`config.mk`:
```
export PLATFORM = sky130hd
export DESIGN_NAME = mem_arbiter_fifo
export DESIGN_NICKNAME = d
export VERILOG_FILES = /design/src/rtl/mem_arb_pkg.sv /design/src/rtl/arb_req_queue.sv /design/src/rtl/mem_arbiter_fifo.sv
export SDC_FILE = /design/constraint.sdc
export NUM_CORES = 1
export LEC_CHECK = 0
export ABC_CLOCK_PERIOD_IN_PS = 2250
export CAP_MARGIN = 10
export CORE_AREA = 2 2 69 71
export DETAILED_ROUTE_END_ITERATION = 7
export DIE_AREA = 0 0 71 73
export DONT_BUFFER_PORTS = 1
export PLACE_DENSITY = 0.63
export SLEW_MARGIN = 20
export SYNTH_ARGS = -nofsm -noshare
export SYNTH_HDL_FRONTEND = slang
export SYNTH_HIERARCHICAL = 1
export SYNTH_SLANG_ARGS = --single-unit
```
`constraint.sdc`:
```
create_clock -name clk -period 2.25 [get_ports clk]
set_input_delay 0.3375 -clock clk [delete_from_list [all_inputs] [get_ports clk]]
set_output_delay 0.3375 -clock clk [all_outputs]
set_load 0.03 [all_outputs]
```
`src/rtl/mem_arb_pkg.sv`:
```
// Shared sizing helpers and limits for the FIFO-order memory arbiter.
package mem_arb_pkg;

  localparam int unsigned MIN_REQ = 2;
  localparam int unsigned MAX_REQ = 8;

  function automatic int unsigned ptr_w(input int unsigned depth);
    return $clog2(depth) + 1;
  endfunction

  function automatic logic [MAX_REQ-1:0] onehot_lowest(input logic [MAX_REQ-1:0] v);
    return v & (~v + MAX_REQ'(1));
  endfunction

endpackage

```
`src/rtl/arb_req_queue.sv`:
```
// Circular FIFO of one-hot requester tags; pointers carry an extra wrap bit.
module arb_req_queue
  import mem_arb_pkg::*;
#(
  parameter int unsigned WIDTH = 3,
  parameter int unsigned DEPTH = 4
) (
  input  logic                      clk,
  input  logic                      rst,
  input  logic                      push,
  input  logic [WIDTH-1:0]          push_data,
  input  logic                      pop,
  output logic [WIDTH-1:0]          head,
  output logic                      empty,
  output logic [ptr_w(DEPTH)-1:0]   count
);

  localparam int unsigned PW = ptr_w(DEPTH);
  localparam int unsigned AW = PW - 1;

  logic [PW-1:0]    wr_ptr;
  logic [PW-1:0]    rd_ptr;
  logic [WIDTH-1:0] entries [DEPTH];
  logic             full;

  assign empty = (wr_ptr == rd_ptr);
  assign full  = (wr_ptr[PW-1] != rd_ptr[PW-1]) && (wr_ptr[AW-1:0] == rd_ptr[AW-1:0]);
  assign count = wr_ptr - rd_ptr;
  assign head  = entries[rd_ptr[AW-1:0]];

  always_ff @(posedge clk or posedge rst) begin
    if (rst) begin
      wr_ptr <= '0;
      rd_ptr <= '0;
      for (int unsigned i = 0; i < DEPTH; i++) begin
        entries[i] <= '0;
      end
    end else begin
      if (push) begin
        entries[wr_ptr[AW-1:0]] <= push_data;
        wr_ptr                  <= wr_ptr + 1'b1;
      end
      if (pop && !empty) begin
        rd_ptr <= rd_ptr + 1'b1;
      end
    end
  end

  // Each requester holds at most one entry, so this only fires on a logic bug.
  always_ff @(posedge clk) begin
    if (!rst) begin
      assert (!(push && full)) else $error("arb_req_queue: push while full");
    end
  end

endmodule

```
`src/rtl/mem_arbiter_fifo.sv`:
```
// Arrival-order arbiter and memory bus mux for NUM_REQ requesters.
// Define MEM_ARB_TIMEOUT_EN to revoke grants held longer than TIMEOUT_CYCLES.
module mem_arbiter_fifo
  import mem_arb_pkg::*;
#(
  parameter int unsigned NUM_REQ        = 3,
  parameter int unsigned ADDR_W         = 8,
  parameter int unsigned DATA_W         = 32,
  parameter int unsigned QUEUE_DEPTH    = 4,
  parameter int unsigned TIMEOUT_CYCLES = 256
) (
  input  logic                         clk,
  input  logic                         rst,
  input  logic [NUM_REQ-1:0]           req,
  output logic [NUM_REQ-1:0]           grant,
  input  logic [NUM_REQ*ADDR_W-1:0]    req_addr,
  input  logic [NUM_REQ*DATA_W-1:0]    req_wdata,
  input  logic [NUM_REQ-1:0]           req_rw,
  output logic                         mem_en,
  output logic [ADDR_W-1:0]            mem_addr,
  output logic [DATA_W-1:0]            mem_wdata,
  output logic                         mem_rw,
  output logic [$clog2(QUEUE_DEPTH):0] queue_count,
  output logic                         grant_revoked
);

  if (NUM_REQ < MIN_REQ || NUM_REQ > MAX_REQ || QUEUE_DEPTH < NUM_REQ ||
      (QUEUE_DEPTH & (QUEUE_DEPTH - 1)) != 0 || TIMEOUT_CYCLES < 2) begin : g_bad_cfg
    $error("mem_arbiter_fifo: unsupported NUM_REQ/QUEUE_DEPTH/TIMEOUT_CYCLES");
  end

  logic [NUM_REQ-1:0] in_queue;
  logic [NUM_REQ-1:0] pending;
  logic [NUM_REQ-1:0] push_data;
  logic [NUM_REQ-1:0] head;
  logic [NUM_REQ-1:0] clear_mask;
  logic               push;
  logic               pop;
  logic               empty;
  logic               rel;
  logic               issue_slot;
  logic               head_live;
  logic               skip;
  logic               expire;

  assign pending   = req & ~in_queue;
  assign push      = |pending;
  assign push_data = NUM_REQ'(onehot_lowest(MAX_REQ'(pending)));

  arb_req_queue #(
    .WIDTH (NUM_REQ),
    .DEPTH (QUEUE_DEPTH)
  ) u_queue (
    .clk       (clk),
    .rst       (rst),
    .push      (push),
    .push_data (push_data),
    .pop       (pop),
    .head      (head),
    .empty     (empty),
    .count     (queue_count)
  );

`ifdef MEM_ARB_TIMEOUT_EN
  localparam int unsigned TW = $clog2(TIMEOUT_CYCLES + 1);
  logic [TW-1:0] hold_cnt;

  // Idle cycles keep the counter at zero, so each new grant starts from 0.
  always_ff @(posedge clk or posedge rst) begin
    if (rst) begin
      hold_cnt      <= '0;
      grant_revoked <= 1'b0;
    end else begin
      hold_cnt      <= (grant == '0) ? '0 : hold_cnt + 1'b1;
      grant_revoked <= expire;
    end
  end

  assign expire = (|(req & grant)) && (hold_cnt == TW'(TIMEOUT_CYCLES - 1));
`else
  assign expire        = 1'b0;
  assign grant_revoked = 1'b0;
`endif

  // The granted entry stays at the head until release, so release pops it.
  assign rel        = (grant != '0) && (((req & grant) == '0) || expire);
  assign issue_slot = (grant == '0) && !empty;
  assign head_live  = |(head & req);
  assign skip       = issue_slot && !head_live;
  assign pop        = rel || skip;

  always_comb begin
    clear_mask = '0;
    if (rel) begin
      clear_mask = grant;
    end else if (skip) begin
      clear_mask = head;
    end
  end

  always_ff @(posedge clk or posedge rst) begin
    if (rst) begin
      grant    <= '0;
      in_queue <= '0;
    end else begin
      in_queue <= (in_queue | push_data) & ~clear_mask;
      if (rel) begin
        grant <= '0;
      end else if (issue_slot && head_live) begin
        grant <= head;
      end
    end
  end

  assign mem_en = |grant;

  always_comb begin
    mem_addr  = '0;
    mem_wdata = '0;
    mem_rw    = 1'b0;
    for (int unsigned i = 0; i < NUM_REQ; i++) begin
      if (grant[i]) begin
        mem_addr  = mem_addr  | req_addr[i*ADDR_W +: ADDR_W];
        mem_wdata = mem_wdata | req_wdata[i*DATA_W +: DATA_W];
        mem_rw    = mem_rw    | req_rw[i];
      end
    end
  end

endmodule
```
After elaboration in Yosys (flattened, before gate mapping)
Cells that the tools add are included.
{ "classes": {"bitwise": 17, "mux": 19, "eq_ne": 1, "magnitude_cmp": 3, "reduce_logical": 16, "add_sub_neg": 4} }
{ "op_table": {"columns": ["cell", "n"], "rows": [
  ["32-bit two-way mux", 3],
  ["32-bit OR", 2],
  ["8-bit two-way mux", 3],
  ["3-bit two-way mux", 7],
  ["8-bit OR", 2],
  ["3-bit bitwise AND", 5],
  ["12-bit bitwise mux", 1],
  ["3-bit by 1-bit adder with 3-bit output (second input constant)", 3],
  ["3-bit inverter", 3],
  ["3-bit OR reduction", 3],
  ["3-bit binary-select mux with 2-bit select", 1],
  ["3-bit demux with 2-bit select", 1],
  ["3-bit >= comparator (second input constant)", 2],
  ["1-bit logical AND", 6],
  ["3-bit zero test", 2],
  ["2-bit inverter with 3-bit output", 2],
  ["3-bit equality test", 1],
  ["3-bit by 1-bit less-than comparator with 1-bit output (second input constant)", 1],
  ["1-bit two-way mux", 3],
  ["3-bit OR", 1],
  ["3-bit nonzero test", 1],
  ["3-bit subtractor", 1],
  ["1-bit zero test", 2],
  ["1-bit OR", 2],
  ["other kinds (2)", 2]
]} }
{ "word_totals": {"ff_bits": 24, "out_inout_bits": 49, "input_bits": 128} }

Logic depth before layout (Yosys ltp)
{ "depth": {"word_depth": 12, "depth_mapped": 10} }

Cells and area by module
The synthesis kept the hierarchy.
{ "modules_own_cells": {"columns": ["module", "seq_area_each_um2", "area_per_inst_um2", "instances", "cells_each"], "rows": [
  ["mem_arbiter_fifo", 150.1, 1013.5, 1, 141],
  ["arb_req_queue", 450.4, 915.9, 1, 67]
]} }

Worst setup path after synthesis
OpenSTA, ideal clock, no wires.
{ "synth_timing": {"path_type": "reg2reg", "from": "register u_queue.rd_ptr[1]", "to": "register u_queue.rd_ptr[1]", "setup_ns": 0.125, "path_stages_with_launch": 7, "n_path_buf": 0, "t_arrival_ns": 2.051, "slack_ns": 0.074, "period_less_slack_ns": 2.176, "t_required_ns": 2.125, "path_cell_list": "dfrtp_1 mux4_2 a222oi_1 nand2_1 nand2_1 o21ai_2 mux2_4"} }
{ "synth_between": {"elab_chain_cells": 10, "elab_cells_between_ends": 14, "classes_between": "add/sub (1); eq/ne (1); mux (3); bitwise (2); reduce/logical (7)"} }
{ "synth_rtl": {"columns": ["item", "line_no", "rtl"], "rows": [
  ["from (decl)", "arb_req_queue.sv:22", "logic [PW-1:0] rd_ptr;"],
  ["from (signal assigned)", "arb_req_queue.sv:44", "rd_ptr <= rd_ptr + 1'b1;"],
  ["2-bit inverter with 3-bit output (implied by the code)", "arb_req_queue.sv:29", "assign head = entries[rd_ptr[AW-1:0]];"],
  ["3-bit binary-select mux with 2-bit select", "arb_req_queue.sv:29", null],
  ["3-bit two-way mux (implied by the code) (2 in a row)", "arb_req_queue.sv:29", null],
  ["net head[1]", "mem_arbiter_fifo.sv:35", "logic [NUM_REQ-1:0] head;"],
  ["3-bit bitwise AND", "mem_arbiter_fifo.sv:88", "assign head_live = |(head & req);"],
  ["3-bit OR reduction", "mem_arbiter_fifo.sv:88", null],
  ["1-bit zero test", "mem_arbiter_fifo.sv:89", "assign skip = issue_slot && !head_live;"],
  ["1-bit logical AND", "mem_arbiter_fifo.sv:89", null],
  ["1-bit logical OR", "mem_arbiter_fifo.sv:90", "assign pop = rel || skip;"],
  ["net pop", "mem_arbiter_fifo.sv:38", "logic pop;"],
  ["1-bit logical AND", "arb_req_queue.sv:43", "if (pop && !empty) begin"]
]} }
The timed path passes the listed nets, and every way through them passes these cells. The select of a mux whose other input is x is not followed.
A chain may end at the register's enable or synchronous reset.

Worst setup path after layout
{ "layout_timing": {"from": "register grant[0]", "to": "output port mem_wdata[25]"} }
{ "layout_between": {"elab_chain_cells": 5} }
{ "layout_rtl": {"columns": ["item", "line_no", "rtl"], "rows": [
  ["from (decl)", "mem_arbiter_fifo.sv:15", "output logic [NUM_REQ-1:0] grant,"],
  ["from (signal assigned)", "mem_arbiter_fifo.sv:103", "grant <= '0;"],
  ["from (signal assigned)", "mem_arbiter_fifo.sv:108", "grant <= '0;"],
  ["from (signal assigned)", "mem_arbiter_fifo.sv:110", "grant <= head;"],
  ["32-bit two-way mux *", "mem_arbiter_fifo.sv:122", "if (grant[i]) begin"],
  ["32-bit OR", "mem_arbiter_fifo.sv:124", "mem_wdata = mem_wdata | req_wdata[i*DATA_W +: DATA_W];"],
  ["32-bit two-way mux *", "mem_arbiter_fifo.sv:122", null],
  ["32-bit OR", "mem_arbiter_fifo.sv:124", null],
  ["32-bit two-way mux *", "mem_arbiter_fifo.sv:122", null],
  ["to (decl)", "mem_arbiter_fifo.sv:21", "output logic [DATA_W-1:0] mem_wdata,"]
]} }
Every way passes the cells marked *; elsewhere a longest branch is shown, timed or not.

==> impl_results.md <==
- Worst EP required: 1.91 ns
- Fin. max-slew vios: 0
- Met1 Resource Use GR: 30.3%
- Synthesized Nets: 344
- Met3 usage: 22.9%
- Port bufs: 0
- Synthesized instance count: 208
- Pwr/cell area: 1240 nW/um^2
- Die ar.: 5180 um^2
- Mapped Area: 1930 um^2
- Clk Latency, worst-skew pair: 0.26 ns
- Post-synthesis async set-or-reset flop share: 100%
- Yosys top cell area share: 31.1%
- Drt drc: 3
- Fin worst setup slack: 0.113 ns
- TritonCTS clock tree: built
- Critical Setup Path Class: reg -> out
- Max frequency: 468 MHz
- MaxCap Viol Count: 0
- Top Ports: 177
- Most frequent cells in the layout: 50 x inv_1, 42 x a222oi_1, 19 x dfrtp_1
- Avg Inst Size Synth: 9.28 um^2
- Antenna violations before repair: 1
- Final hold violation count: 0
- Post-synth EDFFs: 0
- Worst endpoint data arrival time: 1.80 ns
- Clock skew: 0.00152 ns
- CP max stage cell: dfrtp_2
- # clock sinks: 24
- DP HPWL: 5.99 mm
- Max incr delay on CP: 0.56 ns
- Core Area: 4540 um^2
- Routed vias/inst: 7.08
- Total GRT Usage: 25.1%
- Top_reg_cell synth: dfrtp_1
- Non-filler instance count after layout: 259
- Clock transition at path regs: 0.08 ns
- Critical-path cell list: buf_4, a222oi_1, inv_2
- VDD IR max: 0.656 mV
- Global route hottest layer: met2
- CTS H-tree depth: 1
- DRT iter0 DRCs: 269
- FF-to-FF End: u_queue/rd_ptr[1]$_DFFE_PP0P_
- Area leader, netlist: dfrtp_1
- Hold Path Class: in -> async
- Commonest non-fill, non-tap cell in the layout: inv_1
- Worst slew pin tran: 0.700 ns
- Die width: 71 um
- Slew HR: 53.3%
- Drt pass-1 iters: 8
- Largest fanout on the critical path: 27
- Crit start category: flip-flop
- Setup violators final: 0
- Pre-CTS setup slack: 0.102 ns
- Starting density of the core: 42.5%
- Buf+Inv Stages, Crit Path: 2
- Placer Congestion: 0.944
- Post-Route WL: 7.13 mm
- CTS max path bufs: 2
- R2R cell count: 6
- Placed Instances: 254
- Crit. End Element: primary output
- Clock root buffer: clkbuf_8
- Failing checks: DRC
- Reg-to-reg startpoint: u_queue/rd_ptr[1]$_DFFE_PP0P_
- Post-layout min period: 2.14 ns
- N_diodes: 0
- ANT nets after route: 0
- Gr ovfl total: 0
- Worst R2R Setup Slack: 0.14 ns
- Largest net degree at the start of global routing: 29
- First-pass GRT wire length: 9.56 mm
- Yosys warning total: 6
- GR Layer Usage met2: 32.9%
- Status: finished, violations left
- # rows: 25
- Final Cycle Share: 95.0%
- Drt wl/cell: 27.5 um
- Leakage: 1.19 nW
- Area grow syn2layout: 8.24%
- Vias after detailed routing: 1833
- Part of the Yosys area used for sequential elements: 31.1%
- Fillers: 438
- Number of global-route vias before repair: 1632
- # nets final: 342
- Die span in y: 73 um
- Main area contributors after synthesis: dfrtp_1 31%, a222oi_1 22%, inv_1 9.9%
- Crit path max-delay family: flip-flops
- Total CTS buffers: 3
- Register bit total from synthesis: 24
- Distinct cells, synth: 36
- Share of post-route cells with drive strength above 1: 18.5%
cells by family after synthesis:
family / count (synthesis) / share of synthesized area, %
fa+ha+maj: 8 / 5.58
other cells: 1 / 0.194
simple gates: 30 / 8.17
compound gates: 56 / 26.8
mux: 17 / 11.8
flops: 24 / 31.1
xor+xnor: 5 / 2.66
buf+inv: 67 / 13.6
Yosys cell counts (3+ instances only):
master	count
buf_2	6
xnor2_1	3
ha_1	7
nor2_1	3
nand2_1	13
clkbuf_1	8
mux4_2	3
inv_1	51
o21a_1	3
a222oi_1	42
dfrtp_1	24
mux2_2	12
nor3b_1	3
through the flow:
step | hold slack (ns) | utilization (%) | area [um^2] | power [mW] | setup TNS (ns)
3_5_place_dp | 0.159 | 44.1 | 2000 | 2.22 | 0
2_1_floorplan | 0.128 | - | 1930 | 1.94 | 0
6_report | 0.0619 | 46.0 | 2090 | 2.60 | 0
4_1_cts | 0.0738 | 45.9 | 2080 | 2.60 | 0
3_3_place_gp | 0.154 | 44.1 | 2000 | 2.19 | 0
5_1_grt | 0.119 | 46.0 | 2090 | 2.78 | -0.0196
how the worst max path moves through the flow:
stage                                          to                           from  cells after the start  slack [ns]
finish                              mem_wdata[25]           grant[0]$_DFFE_PP0P_                      3        0.11
global route        u_queue/rd_ptr[1]$_DFFE_PP0P_  u_queue/rd_ptr[1]$_DFFE_PP0P_                      6       -0.02
CTS                 u_queue/rd_ptr[1]$_DFFE_PP0P_  u_queue/rd_ptr[1]$_DFFE_PP0P_                      6        0.07
detailed placement  u_queue/rd_ptr[1]$_DFFE_PP0P_  u_queue/rd_ptr[1]$_DFFE_PP0P_                      6        0.10
global placement    u_queue/rd_ptr[1]$_DFFE_PP0P_  u_queue/rd_ptr[1]$_DFFE_PP0P_                      6        0.12
floorplan           u_queue/rd_ptr[1]$_DFFE_PP0P_  u_queue/rd_ptr[1]$_DFFE_PP0P_                      6        0.07
timing repair:
| item | CTS | global route |
|---|---|---|
| gates resized for setup | 0 | 4 |
| setup endpoints to repair | 0 | 2 |
| endpoints found under the hold margin | 6 | 0 |
| hold buffers | 1 | 0 |
| buffers inserted | 0 | 0 |
layout make-up:
cell class	instances	area (um^2)	share of cell area, %
Inverter	51	191	9.17
Clock inverter	1	30.0	1.44
Tap cell	54	67.6	3.24
Sequential cell	24	607	29.1
Timing Repair Buffer	9	82.6	3.95
Multi-Input combinational cell	117	1070	51.2
Clock buffer	3	41.3	1.98
report_power, final:
part / leakage [nW] / internal [mW] / total (mW) / switching, mW
combinational: 0.859 / 0.569 / 1.49 / 0.924
sequential: 0.300 / 0.576 / 0.732 / 0.156
clock: 0.0357 / 0.238 / 0.373 / 0.135
total: 1.19 / 1.38 / 2.60 / 1.21
metal layers:
| metal | share of wire (%) | wire [um] |
|---|---|---|
| met1 | 36 | 2530 |
| met4 | 1.3 | 90 |
| met5 | 0.22 | 16 |
| met3 | 22 | 1540 |
| met2 | 41 | 2950 |
sequential cells by signal, indices dropped and copies added, names as in the netlist:
register and cells:
u_queue/rd_ptr 3, in_queue 3, u_queue/entries 12, u_queue/wr_ptr 3, grant 3
No activity file was read; power rests on OpenSTA's default activity.
